==> config.mk <==
export PLATFORM = sky130hd
export DESIGN_NAME = song_note_sequencer_flat
export DESIGN_NICKNAME = d
export VERILOG_FILES = /design/src/rtl/song_note_sequencer_if.sv /design/src/rtl/song_note_sequencer.sv /design/src/flat_wrapper.sv
export SDC_FILE = /design/constraint.sdc
export NUM_CORES = 1
export LEC_CHECK = 0
export CORE_UTILIZATION = 47
export CTS_CLUSTER_DIAMETER = 60
export DETAILED_ROUTE_END_ITERATION = 7
export DONT_BUFFER_PORTS = 1
export PLACE_DENSITY = 0.6
export SLEW_MARGIN = 40
export SYNTH_ARGS = -nofsm -noshare
export SYNTH_HDL_FRONTEND = slang
export SYNTH_SLANG_ARGS = --single-unit
==> constraint.sdc <==
create_clock -name clk -period 2.9 [get_ports clk]
set_input_delay 0.29 -clock clk [delete_from_list [all_inputs] [get_ports clk]]
set_output_delay 0.29 -clock clk [all_outputs]
set_load 0.02 [all_outputs]
==> src/rtl/song_note_sequencer_if.sv <==
// rtl/song_note_sequencer_if.sv - play/song control, song ROM port and note-player handshake
interface song_note_sequencer_if;
  logic        play;
  logic [1:0]  song;
  logic [6:0]  rom_addr;
  logic [15:0] rom_data;
  logic [5:0]  note_to_load;
  logic [5:0]  duration_to_load;
  logic [1:0]  stereo_side_to_load;
  logic        load_new_note;
  logic        done_with_note;
  logic        song_done;

  modport master (
    output play, song, rom_data, done_with_note,
    input  rom_addr, note_to_load, duration_to_load, stereo_side_to_load,
           load_new_note, song_done
  );

  modport slave (
    input  play, song, rom_data, done_with_note,
    output rom_addr, note_to_load, duration_to_load, stereo_side_to_load,
           load_new_note, song_done
  );
endinterface

==> src/rtl/song_note_sequencer.sv <==
// rtl/song_note_sequencer.sv - walks a 32-entry song ROM and hands notes to the note player
// Optional SONG_REPEAT_EN: the song loops from entry 0 instead of holding at its end.
module song_note_sequencer (
  input  logic                         clk,
  input  logic                         reset,
  song_note_sequencer_if.slave         bus
);

  typedef enum logic [2:0] {
    S_IDLE, S_FETCH, S_DECODE, S_LOAD, S_WAIT_DONE, S_END
  } state_t;

  state_t      state_q, state_d;
  logic [4:0]  index_q, index_d;
  logic [5:0]  note_q, note_d;
  logic [5:0]  dur_q, dur_d;
  logic [1:0]  side_q, side_d;
  logic [1:0]  song_q;
  logic        song_vld_q;
  logic        end_seen_q;
  logic        song_chg;

  // song_vld_q keeps the first cycle after reset from looking like a song change
  assign song_chg = song_vld_q && (bus.song != song_q);

  always_ff @(posedge clk or negedge reset) begin
    if (!reset) begin
      state_q    <= S_IDLE;
      index_q    <= '0;
      note_q     <= '0;
      dur_q      <= '0;
      side_q     <= '0;
      song_q     <= '0;
      song_vld_q <= 1'b0;
      end_seen_q <= 1'b0;
    end else begin
      state_q    <= state_d;
      index_q    <= index_d;
      note_q     <= note_d;
      dur_q      <= dur_d;
      side_q     <= side_d;
      song_q     <= bus.song;
      song_vld_q <= 1'b1;
      end_seen_q <= (state_q == S_END);
    end
  end

  always_comb begin
    state_d = state_q;
    index_d = index_q;
    note_d  = note_q;
    dur_d   = dur_q;
    side_d  = side_q;
    if (song_chg) begin
      state_d = S_IDLE;
      index_d = '0;
    end else begin
      case (state_q)
        S_IDLE:   if (bus.play) state_d = S_FETCH;
        S_FETCH:  state_d = S_DECODE;
        S_DECODE: begin
          if (bus.rom_data[15]) begin
            state_d = S_END;
          end else begin
            side_d  = bus.rom_data[14:13];
            note_d  = bus.rom_data[12:7];
            dur_d   = bus.rom_data[6:1];
            state_d = S_LOAD;
          end
        end
        S_LOAD:   state_d = S_WAIT_DONE;
        S_WAIT_DONE: begin
          if (bus.done_with_note) begin
            index_d = index_q + 5'd1;
            if (index_q == 5'd31) state_d = S_END;
            else if (bus.play)    state_d = S_FETCH;
            else                  state_d = S_IDLE;
          end
        end
        S_END: begin
`ifdef SONG_REPEAT_EN
          index_d = '0;
          state_d = bus.play ? S_FETCH : S_IDLE;
`else
          state_d = S_END;
`endif
        end
        default:  state_d = S_IDLE;
      endcase
    end
  end

  // A song change in the LOAD cycle cancels that cycle's pulse
  assign bus.load_new_note       = (state_q == S_LOAD) && !song_chg;
  assign bus.song_done           = (state_q == S_END) && !end_seen_q;
  assign bus.rom_addr            = {bus.song, index_q};
  assign bus.note_to_load        = note_q;
  assign bus.duration_to_load    = dur_q;
  assign bus.stereo_side_to_load = side_q;

endmodule
==> src/flat_wrapper.sv <==
// flat-port wrapper written by rule: the top's interface ports become plain ports
module song_note_sequencer_flat 
  (clk, reset, bus_play, bus_song, bus_rom_data, bus_done_with_note, bus_rom_addr, bus_note_to_load, bus_duration_to_load, bus_stereo_side_to_load, bus_load_new_note, bus_song_done);
  song_note_sequencer_if bus_i ();
  input  logic clk;
  input  logic reset;
  input wire logic [$bits(bus_i.play)-1:0] bus_play;
  input wire logic [$bits(bus_i.song)-1:0] bus_song;
  input wire logic [$bits(bus_i.rom_data)-1:0] bus_rom_data;
  input wire logic [$bits(bus_i.done_with_note)-1:0] bus_done_with_note;
  output wire logic [$bits(bus_i.rom_addr)-1:0] bus_rom_addr;
  output wire logic [$bits(bus_i.note_to_load)-1:0] bus_note_to_load;
  output wire logic [$bits(bus_i.duration_to_load)-1:0] bus_duration_to_load;
  output wire logic [$bits(bus_i.stereo_side_to_load)-1:0] bus_stereo_side_to_load;
  output wire logic [$bits(bus_i.load_new_note)-1:0] bus_load_new_note;
  output wire logic [$bits(bus_i.song_done)-1:0] bus_song_done;
  assign bus_i.play = bus_play;
  assign bus_i.song = bus_song;
  assign bus_i.rom_data = bus_rom_data;
  assign bus_i.done_with_note = bus_done_with_note;
  assign bus_rom_addr = bus_i.rom_addr;
  assign bus_note_to_load = bus_i.note_to_load;
  assign bus_duration_to_load = bus_i.duration_to_load;
  assign bus_stereo_side_to_load = bus_i.stereo_side_to_load;
  assign bus_load_new_note = bus_i.load_new_note;
  assign bus_song_done = bus_i.song_done;
  song_note_sequencer u_core (.clk(clk), .reset(reset), .bus(bus_i));
endmodule
==> results.sh, run 1 <==
export IMPL_status="complete, no violations"
export IMPL_area_delta_synth_final_pct=7.53
export IMPL_track_usage_pct=15.5
export IMPL_grt_max_degree=27
export IMPL_clock_sinks=26
export IMPL_dieArea_sq_um=2710
export IMPL_ant_nets=0
export IMPL_wl_per_cell_um=15.0
export IMPL_crit_fanout=7
export IMPL_gr_total_overflow=0
export IMPL_slew_violations=0
export IMPL_synth_most_common_cell="dfrtp_1"
export IMPL_arrival_ns=1.64
export IMPL_synth_top_area_share_pct=55.1
export IMPL_start_util_pct=51.4
export IMPL_timing_setup_tns_ns=0
export IMPL_synth_edf_count=0
export IMPL_grt_pass1_wl_mm=3.02
export IMPL_synth_seq_cells=26
export IMPL_max_clock_freq_ghz=0.519
export IMPL_dr_pass1_iters=4
export IMPL_die_y_um=52.1
export IMPL_slowest_stage="dfrtp_1"
export IMPL_die_width_um=52.1
export IMPL_drcViolationCount=0
export IMPL_diodes=0
export IMPL_fin_crit_sh_pct=66.4
export IMPL_clk_path_buf_depth=2
export IMPL_hold_violations=0
export IMPL_core_rowCount=17
export IMPL_swShare_pct=36.9
export IMPL_cp_start_kind="flop"
export IMPL_antenna_found_initial=0
export IMPL_crit_family="flip-flops"
export IMPL_hold_path_class="input pin to flop"
export IMPL_powerDensity_nw_per_um2=919
export IMPL_cts_resized=0
export IMPL_finalPower_uw=1170
export IMPL_synthDistinctLibCells=30
export IMPL_path_clk_slew_ns=0.13
export IMPL_synth_area_per_cell_sq_um=13.1
export IMPL_coreArea_sq_um=2300
export IMPL_switchingPower_uw=430
export IMPL_io_pins=45
export IMPL_gp_congestion=0.729
export IMPL_cts_max_level=1
export IMPL_cts_tree="yes"
export IMPL_ir_worst_vdd_mv=0.656
export IMPL_io_buffers=0
export IMPL_drt_iter0_drc=5
export IMPL_yosysTopAreaCell="dfrtp_1"
export IMPL_slowest_delay_ns=0.40
export IMPL_hpwl_mm=1.30
export IMPL_synthArstFlopShare_pct=100
export IMPL_synth_area_leaders="dfrtp_1, mux2_4, mux2_2"
export IMPL_finClkSkew_ns=0.00783
export IMPL_drive_gt1_share_pct=24.5
export IMPL_worstSkewPairLatency_ns=0.31
export IMPL_pwr_share_clk_pct=15.0
export IMPL_p_int_uw=735
export IMPL_synthesis_nets=114
export IMPL_nets=119
export IMPL_worst_ep_required_time_ns=2.61
export IMPL_synthCells=90
export IMPL_path_class="flop to primary output"
export IMPL_syn_cell_area_sq_um=1180
export IMPL_postLayoutCoreUtil_pct=55.2
export IMPL_share_comb_of_total_power_pct=22.8
export IMPL_nFillCells=220
export IMPL_ys_warnings_count=0
export IMPL_critPathCaptureType="primary output"
export IMPL_path_cells="xor2_1 -> o21a_1 -> nor4b_1 -> buf_4"
export IMPL_rsz0062_at_grt="false"
export IMPL_setup_violations=0
export IMPL_crit_buf_inv=1
export IMPL_p_leak_uw=0.000611
export IMPL_drt_wl_total_mm=1.83
export IMPL_fin_crit_ns=1.93
export IMPL_ys_top_cells_by_count="dfrtp_1, nor2_1, mux2_4"
export IMPL_viasPerCell=5.49
export IMPL_cts_root_buf="clkbuf_4"
export IMPL_grt_pass1_vias=695
export IMPL_yosysSeqAreaShare_pct=55.1
export IMPL_vias=670
export IMPL_drv_cap=0
export IMPL_ys_flop_type="dfrtp_1"
export IMPL_power_frac_seq_pct=62.2
export IMPL_cts_made_buffers=3
flip-flops by register name, summed over array words and instances (netlist names):
register	cells
u_core.song_q	2
u_core.index_q	5
u_core.end_seen_q	1
u_core.state_q	3
u_core.song_vld_q	1
u_core.bus.duration_to_load	6
u_core.bus.stereo_side_to_load	2
u_core.bus.note_to_load	6
cells in the final DEF, fill, tap and decap left out, drive strengths merged:
master / instances
ha: 2
nor4bb: 1
nand2: 2
a31oi: 1
nand4: 1
xor2: 4
mux2i: 2
conb: 1
and3: 1
o21a: 1
clkbuf: 4
xnor2: 1
mux2: 14
dfrtp: 26
or4: 1
dlygate4sd3: 3
nor3: 2
inv: 2
o21ai: 5
nor2: 11
nand3: 1
nor3b: 1
nor2b: 1
nor4b: 2
a21oi: 1
buf: 3
area by class of cell:
type                       instances  area (sq um)  area share (%)
inverter                           2          7.51           0.592
timing repair buffer               6          65.1            5.13
clock buffer                       4          36.3            2.86
multi-input combinational         56           474            37.4
tap                               28          35.0            2.76
sequential                        26           651            51.3
logic make-up (layout without fill, tap and decap cells):
kind of cell             count (synthesis)  after routing  share of synthesized area [%]
flip-flops                              26             26                           55.1
multiplexers                            16             16                           18.2
XOR/XNOR                                 5              5                           3.71
adder cells (fa/ha/maj)                  2              2                           2.12
buffers and inverters                    8             12                           4.67
AND/OR/NAND/NOR                         24             24                           12.1
AO/OA/AOI/OAI                            8              8                           3.71
other                                    1              1                          0.318
path summary, 6_finish.rpt:
kind	from	to	slack [ns]	cells past startpoint
max	u_core.song_q[1]	bus_load_new_note	0.97	4
min reg2reg	u_core.song_vld_q	u_core.state_q[0]	0.63	3
max in group asynchronous	reset	u_core.bus.duration_to_load[5]	2.36	2
min	bus_rom_data[7]	u_core.bus.note_to_load[0]	0.11	1
min in group asynchronous	reset	u_core.bus.note_to_load[0]	0.39	2
max reg2reg	u_core.state_q[2]	u_core.bus.note_to_load[1]	1.19	3
stage by stage:
step	hold slack [ns]	setup WS, ns	cell area [sq um]	instances
finish	0.111	0.975	1270	122
global route	0.0821	0.843	1270	122
CTS	0.0987	0.953	1270	122
detailed placement	-0.00506	1.19	1180	114
global placement	-0.00509	1.25	1180	114
floorplan	-0.00559	1.10	1180	90
power by group through the flow:
stage                     Sequential (uW)  Clock [uW]  Combinational, uW
after global routing                  742         201                293
after detailed placement              730           0                257
final                                 725         175                266
after CTS                             727         186                269
after global placement                729           0                249
after floorplan                       685           0                267
per-layer routing:
| metal | vias to the layer above | global-route usage [%] | part of all wire (%) |
|---|---|---|---|
| met1 | 327 | 19.1 | 42 |
| met3 | 2 | 4.68 | 6.4 |
| met5 | - | 0 | 0 |
| met2 | 26 | 24.8 | 51 |
| met4 | 0 | 6.76 | 0.65 |
| li1 | 315 | - | - |
repair_timing:
| action | 4_1_cts | 5_1_grt |
|---|---|---|
| setup buffers | 0 | 0 |
| endpoints found under the hold margin | 28 | 0 |
| hold buffers | 4 | 0 |
(Power assumes the default switching activity.)
==> inputs of run 2 (changes only) <==
- PLACE_DENSITY: 0.6 -> 0.62
- clock period: 2.9 -> 1.6 ns (I/O delays scaled with it)
==> run 2 against run 1 <==
  * The run now ends with setup timing left
  * Power increased by 93%
  * Global-route usage grew 2.0 points
  * Non-clock buffer count grew 24
  * Routed wire length grew 12%
  * Worst hold slack worse by 0.069 ns
  * Critical path type unchanged
  * Largest power group unchanged
==> results.sh, run 2 (same netlist as run 1, synthesis figures left out) <==
export IMPL_grt_pass1_vias=787
export IMPL_ff2ff_path_depth=7
export IMPL_slew_violations=0
export IMPL_nets=143
export IMPL_crit_fanout=2
export IMPL_antenna_found_initial=0
export IMPL_path_cells="xor2_1 -> o21a_2 -> nor4b_2 -> buf_4"
export IMPL_io_buffers=0
export IMPL_timing_setup_tns_ns=-0.0787
export IMPL_place_inst=122
export IMPL_coreArea_sq_um=2300
export IMPL_slowest_delay_ns=0.40
export IMPL_finalWorstSetupSlack_ns=-0.0787
export IMPL_path_class="flop to primary output"
export IMPL_met2_usage_pct=30.3
export IMPL_gp_congestion=0.710
export IMPL_vias=749
export IMPL_slowest_stage="dfrtp_1"
export IMPL_hpwl_mm=1.36
export IMPL_drcViolationCount=0
export IMPL_crit_family="flip-flops"
export IMPL_cts_root_buf="clkbuf_4"
export IMPL_postLayoutCoreUtil_pct=66.7
export IMPL_worstSkewPairLatency_ns=0.31
export IMPL_ir_worst_vdd_mv=1.08
export IMPL_regToRegSetupSlack_ns=0.04
export IMPL_critPathCaptureType="primary output"
export IMPL_hold_path_class="input pin to flop"
export IMPL_crit_buf_inv=1
export IMPL_r2r_end="u_core.state_q[0]"
export IMPL_rr_startpoint="u_core.index_q[0]"
export IMPL_violations="setup timing"
export IMPL_track_usage_pct=17.5
export IMPL_finClkSkew_ns=0.00686
export IMPL_drv_cap=0
export IMPL_gr_max_usage_layer="met2"
export IMPL_worst_ep_required_time_ns=1.44
export IMPL_status="finished, violations left"
export IMPL_hold_slack_ns=0.0425
export IMPL_die_y_um=52.1
export IMPL_diodes=0
export IMPL_dieArea_sq_um=2710
export IMPL_hold_violations=0
export IMPL_grt_use_met1_pct=19.2
export IMPL_clk_path_buf_depth=2
export IMPL_grt_max_degree=27
export IMPL_max_clock_freq_ghz=0.596
export IMPL_hold_depth=3
export IMPL_layoutNonFillerInstCount=146
export IMPL_path_clk_slew_ns=0.14
export IMPL_io_pins=45
export IMPL_grt_pass1_wl_mm=3.34
export IMPL_ant_nets=0
export IMPL_powerDensity_nw_per_um2=1470
export IMPL_cp_start_kind="flop"
export IMPL_whs_endpoint="u_core.state_q[1]"
export IMPL_start_util_pct=51.4
export IMPL_rsz0062_at_grt="true"
export IMPL_drt_iter0_drc=4
export IMPL_core_rowCount=17
export IMPL_final_cell_mix="dfrtp_1, dlygate4sd3_1, nor2_1, mux2_4, buf_4"
export IMPL_hold_start="bus_rom_data[15]"
export IMPL_cts_made_buffers=3
export IMPL_die_width_um=52.1
export IMPL_cts_tree="yes"
export IMPL_fin_crit_ns=1.68
export IMPL_arrival_ns=1.52
export IMPL_fin_crit_sh_pct=105
export IMPL_dr_pass1_iters=2
export IMPL_wl_per_cell_um=14.0
export IMPL_cts_max_level=1
export IMPL_area_delta_synth_final_pct=29.8
export IMPL_p_leak_uw=0.000732
export IMPL_setup_violations=1
export IMPL_final_common_cell="dfrtp_1"
export IMPL_preCtsSetupSlack_ns=0.124
export IMPL_drt_wl_total_mm=2.05
export IMPL_drive_gt1_share_pct=33.1
export IMPL_gr_total_overflow=0
export IMPL_use_met3_pct=6.14
export IMPL_clock_sinks=26
export IMPL_viasPerCell=5.13
## run 2: final cells by class
type                            instances  area [sq um]
Clock buffer                            4          36.3
Fill cell                             183           766
Inverter                                2          7.51
Multi-Input combinational cell         56           500
Sequential cell                        26           652
Tap cell                               28          35.0
Timing Repair Buffer                   30           300
## run 2: metal layers
layer | routed length, um | up-vias
li1 | - | 364
met1 | 834 | 353
met2 | 1070 | 30
met3 | 136 | 2
met4 | 12 | 0
met5 | 0 | -
## run 2: worst register-to-register path, delay by kind of cell, from the launching register on
kind	cells	cell delay, ns
simple gates	3	0.47
flops	1	0.40
fa+ha+maj	2	0.40
compound gates	2	0.19
## run 2: how the worst max path moves through the flow
stage / start / to / slack (ns) / depth (start not counted)
2_1_floorplan: u_core.index_q[0] / u_core.state_q[0] / 0.08 / 7
3_3_place_gp: u_core.index_q[0] / u_core.state_q[0] / 0.14 / 7
3_5_place_dp: u_core.index_q[0] / u_core.state_q[0] / 0.12 / 7
4_1_cts: u_core.song_q[0] / bus_load_new_note / -0.07 / 4
5_1_grt: u_core.song_q[0] / bus_load_new_note / -0.16 / 4
6_report: u_core.song_q[0] / bus_load_new_note / -0.08 / 4
## run 2: power by group
group          internal (uW)  switching (uW)  total [uW]  leakage, uW
Clock                    139             181         320    0.0000210
Sequential               877             403        1280     0.000331
Combinational            410             241         651     0.000380
Total                   1430             825        2250     0.000732
## run 2: timing repair
| item | CTS | global route |
|---|---|---|
| pin swaps | 1 | 0 |
| buffers inserted | 1 | 1 |
| gates resized for setup | 2 | 7 |
| endpoints found under the setup margin | 2 | 2 |
| hold buffers | 18 | 0 |
| hold endpoints to repair | 42 | 0 |
## run 2: metrics by stage
step | instance area (sq um) | power, uW
after detailed placement | 1260 | 1850
after CTS | 1500 | 2220
after floorplan | 1190 | 1730
after global routing | 1530 | 2390
after global placement | 1260 | 1830
final | 1530 | 2250
==> inputs of run 3 (changes only) <==
- ABC_AREA: not set -> 1
- CAP_MARGIN: not set -> 20
==> run 3 against run 2 <==
  * The run now ends clean
  * Clock power grew 41%
  * Non-clock buffer count fell by 4
  * Register-to-register slack better by 0.14 ns
  * Fmax rose by 12%
  * Via count up 35%
  * Worst hold slack improved by 0.017 ns
  * Sequential power decreased by 3%
  * First-iteration DRC count rose to 5.0 times the previous value
  * Die area up 6.2%
  * Global-route usage up 2.1 points
==> results.sh, run 3 <==
export IMPL_crit_buf_inv=2
export IMPL_powerDensity_nw_per_um2=1420
export IMPL_hold_path_class="input pin to flop"
export IMPL_layoutNonFillerInstCount=204
export IMPL_finClkSkew_ns=0.00635
export IMPL_drt_wl_total_mm=2.48
export IMPL_cts_made_buffers=3
export IMPL_clock_sinks=26
export IMPL_synth_top_area_share_pct=51.8
export IMPL_placed_area_sq_um=1280
export IMPL_drv_cap=0
export IMPL_fin_crit_ns=1.50
export IMPL_dr_pass1_iters=4
export IMPL_drcViolationCount=0
export IMPL_path_cells="inv_1 -> nand3_1 -> nor2_1 -> buf_4"
export IMPL_arrival_ns=1.34
export IMPL_hold_violations=0
export IMPL_path_clk_slew_ns=0.15
export IMPL_cp_start_kind="flop"
export IMPL_synth_seq_cells=26
export IMPL_syn_cell_area_sq_um=1260
export IMPL_synthArstFlopShare_pct=100
export IMPL_slew_violations=0
export IMPL_setup_violations=0
export IMPL_io_buffers=0
export IMPL_crit_family="flip-flops"
export IMPL_track_usage_pct=19.5
export IMPL_nets=199
export IMPL_ys_warnings_count=0
export IMPL_final_common_cell="nand2_1"
export IMPL_finalInstanceArea_sq_um=1540
export IMPL_cts_max_level=1
export IMPL_grt_max_degree=27
export IMPL_worstSkewPairLatency_ns=0.32
export IMPL_synthDistinctLibCells=22
export IMPL_slowest_delay_ns=0.52
export IMPL_antenna_found_initial=0
export IMPL_rsz0062_at_grt="false"
export IMPL_core_rowCount=18
export IMPL_synth_edf_count=0
export IMPL_drive_gt1_share_pct=11.5
export IMPL_grt_pass1_wl_mm=4.04
export IMPL_slowest_stage="dfrtp_1"
export IMPL_start_util_pct=50.3
export IMPL_synthCells=151
export IMPL_grt_pass1_vias=912
export IMPL_dieArea_sq_um=2880
export IMPL_wl_per_cell_um=12.2
export IMPL_path_class="flop to primary output"
export IMPL_yosysSeqAreaShare_pct=51.8
export IMPL_viasPerCell=4.97
export IMPL_vias=1014
export IMPL_cts_root_buf="clkbuf_4"
export IMPL_place_inst=180
export IMPL_cts_tree="yes"
export IMPL_gr_total_overflow=0
export IMPL_ys_flop_type="dfrtp_1"
export IMPL_regToRegSetupSlack_ns=0.18
export IMPL_critPathCaptureType="primary output"
export IMPL_synth_area_leaders="dfrtp_1, nand2_1, nand3_1"
export IMPL_ant_nets=0
export IMPL_hpwl_mm=1.68
export IMPL_max_clock_freq_ghz=0.666
export IMPL_yosysTopAreaCell="dfrtp_1"
export IMPL_finalPower_uw=2200
export IMPL_synth_area_per_cell_sq_um=8.32
export IMPL_ys_top_cells_by_count="nand2_1, dfrtp_1, nand3_1"
export IMPL_ir_worst_vdd_mv=0.935
export IMPL_die_width_um=53.7
export IMPL_final_cell_mix="nand2_1, dfrtp_1, nand3_1, dlygate4sd3_1"
export IMPL_synthesis_nets=175
export IMPL_gp_congestion=0.716
export IMPL_worst_ep_required_time_ns=1.44
export IMPL_diodes=0
export IMPL_p_leak_uw=0.000843
export IMPL_status="complete, no violations"
export IMPL_clk_path_buf_depth=2
export IMPL_die_y_um=53.7
export IMPL_area_delta_synth_final_pct=22.8
export IMPL_drt_iter0_drc=20
export IMPL_coreArea_sq_um=2500
export IMPL_synth_most_common_cell="nand2_1"
export IMPL_timing_setup_tns_ns=0
export IMPL_fin_crit_sh_pct=93.8
export IMPL_io_pins=45
export IMPL_crit_fanout=8
==> run 3: path summary, 6_finish.rpt <==
path                                          from                             end  cells after the start
worst min register to register   u_core.song_vld_q               u_core.index_q[2]                      3
worst min-delay path            bus_done_with_note               u_core.index_q[0]                      2
min in group asynchronous                    reset  u_core.bus.duration_to_load[2]                      2
max in group asynchronous                    reset               u_core.song_vld_q                      2
worst max register to register   u_core.index_q[0]               u_core.state_q[2]                      8
worst max-delay path             u_core.state_q[2]               bus_load_new_note                      4
==> run 3: kinds of logic after synthesis <==
family | Yosys count | synth area share [%]
AO/OA/AOI/OAI | 7 | 3.39
adder cells (fa/ha/maj) | 2 | 1.99
buffers and inverters | 21 | 8.86
flip-flops | 26 | 51.8
other | 1 | 0.299
AND/OR/NAND/NOR | 94 | 33.7
==> run 3: layout make-up <==
type | count | area (sq um)
Clock inverter | 1 | 30.0
Inverter | 14 | 52.6
Fill cell | 219 | 957
Clock buffer | 3 | 22.5
Timing Repair Buffer | 26 | 250
Sequential cell | 26 | 651
Tap cell | 30 | 37.5
Multi-Input combinational cell | 104 | 499
==> run 3: power by group <==
part	total [uW]	internal, uW	switching (uW)	leakage [uW]
registers	1240	855	385	0.000333
logic	505	212	292	0.000481
clock network	451	253	198	0.0000279
==> run 3: repair_timing <==
| item | 4_1_cts | 5_1_grt |
|---|---|---|
| hold buffers | 18 | 0 |
| gates resized for setup | 1 | 0 |
| endpoints found under the setup margin | 1 | 1 |
| hold endpoints to repair | 42 | 0 |
| setup buffers | 0 | 2 |
| pin swaps | 0 | 1 |
==> run 3: metrics by stage <==
step / worst slack (ns) / util, % / hold slack (ns)
after floorplan: 0.158 / - / -0.136
after global placement: 0.247 / 51.2 / -0.135
after detailed placement: 0.201 / 51.2 / -0.135
after CTS: 0.000383 / 61.1 / 0.0427
after global routing: 0.00323 / 61.7 / 0.0582
final: 0.0994 / 61.7 / 0.0593
==> run 3: per-layer routing <==
layer	vias to the layer above	track usage, %	part of all wire, %
met2	32	31.3	48
met5	-	0	0
met3	4	3.39	6.0
li1	508	-	-
met1	470	26.6	45
met4	0	6.58	0.69
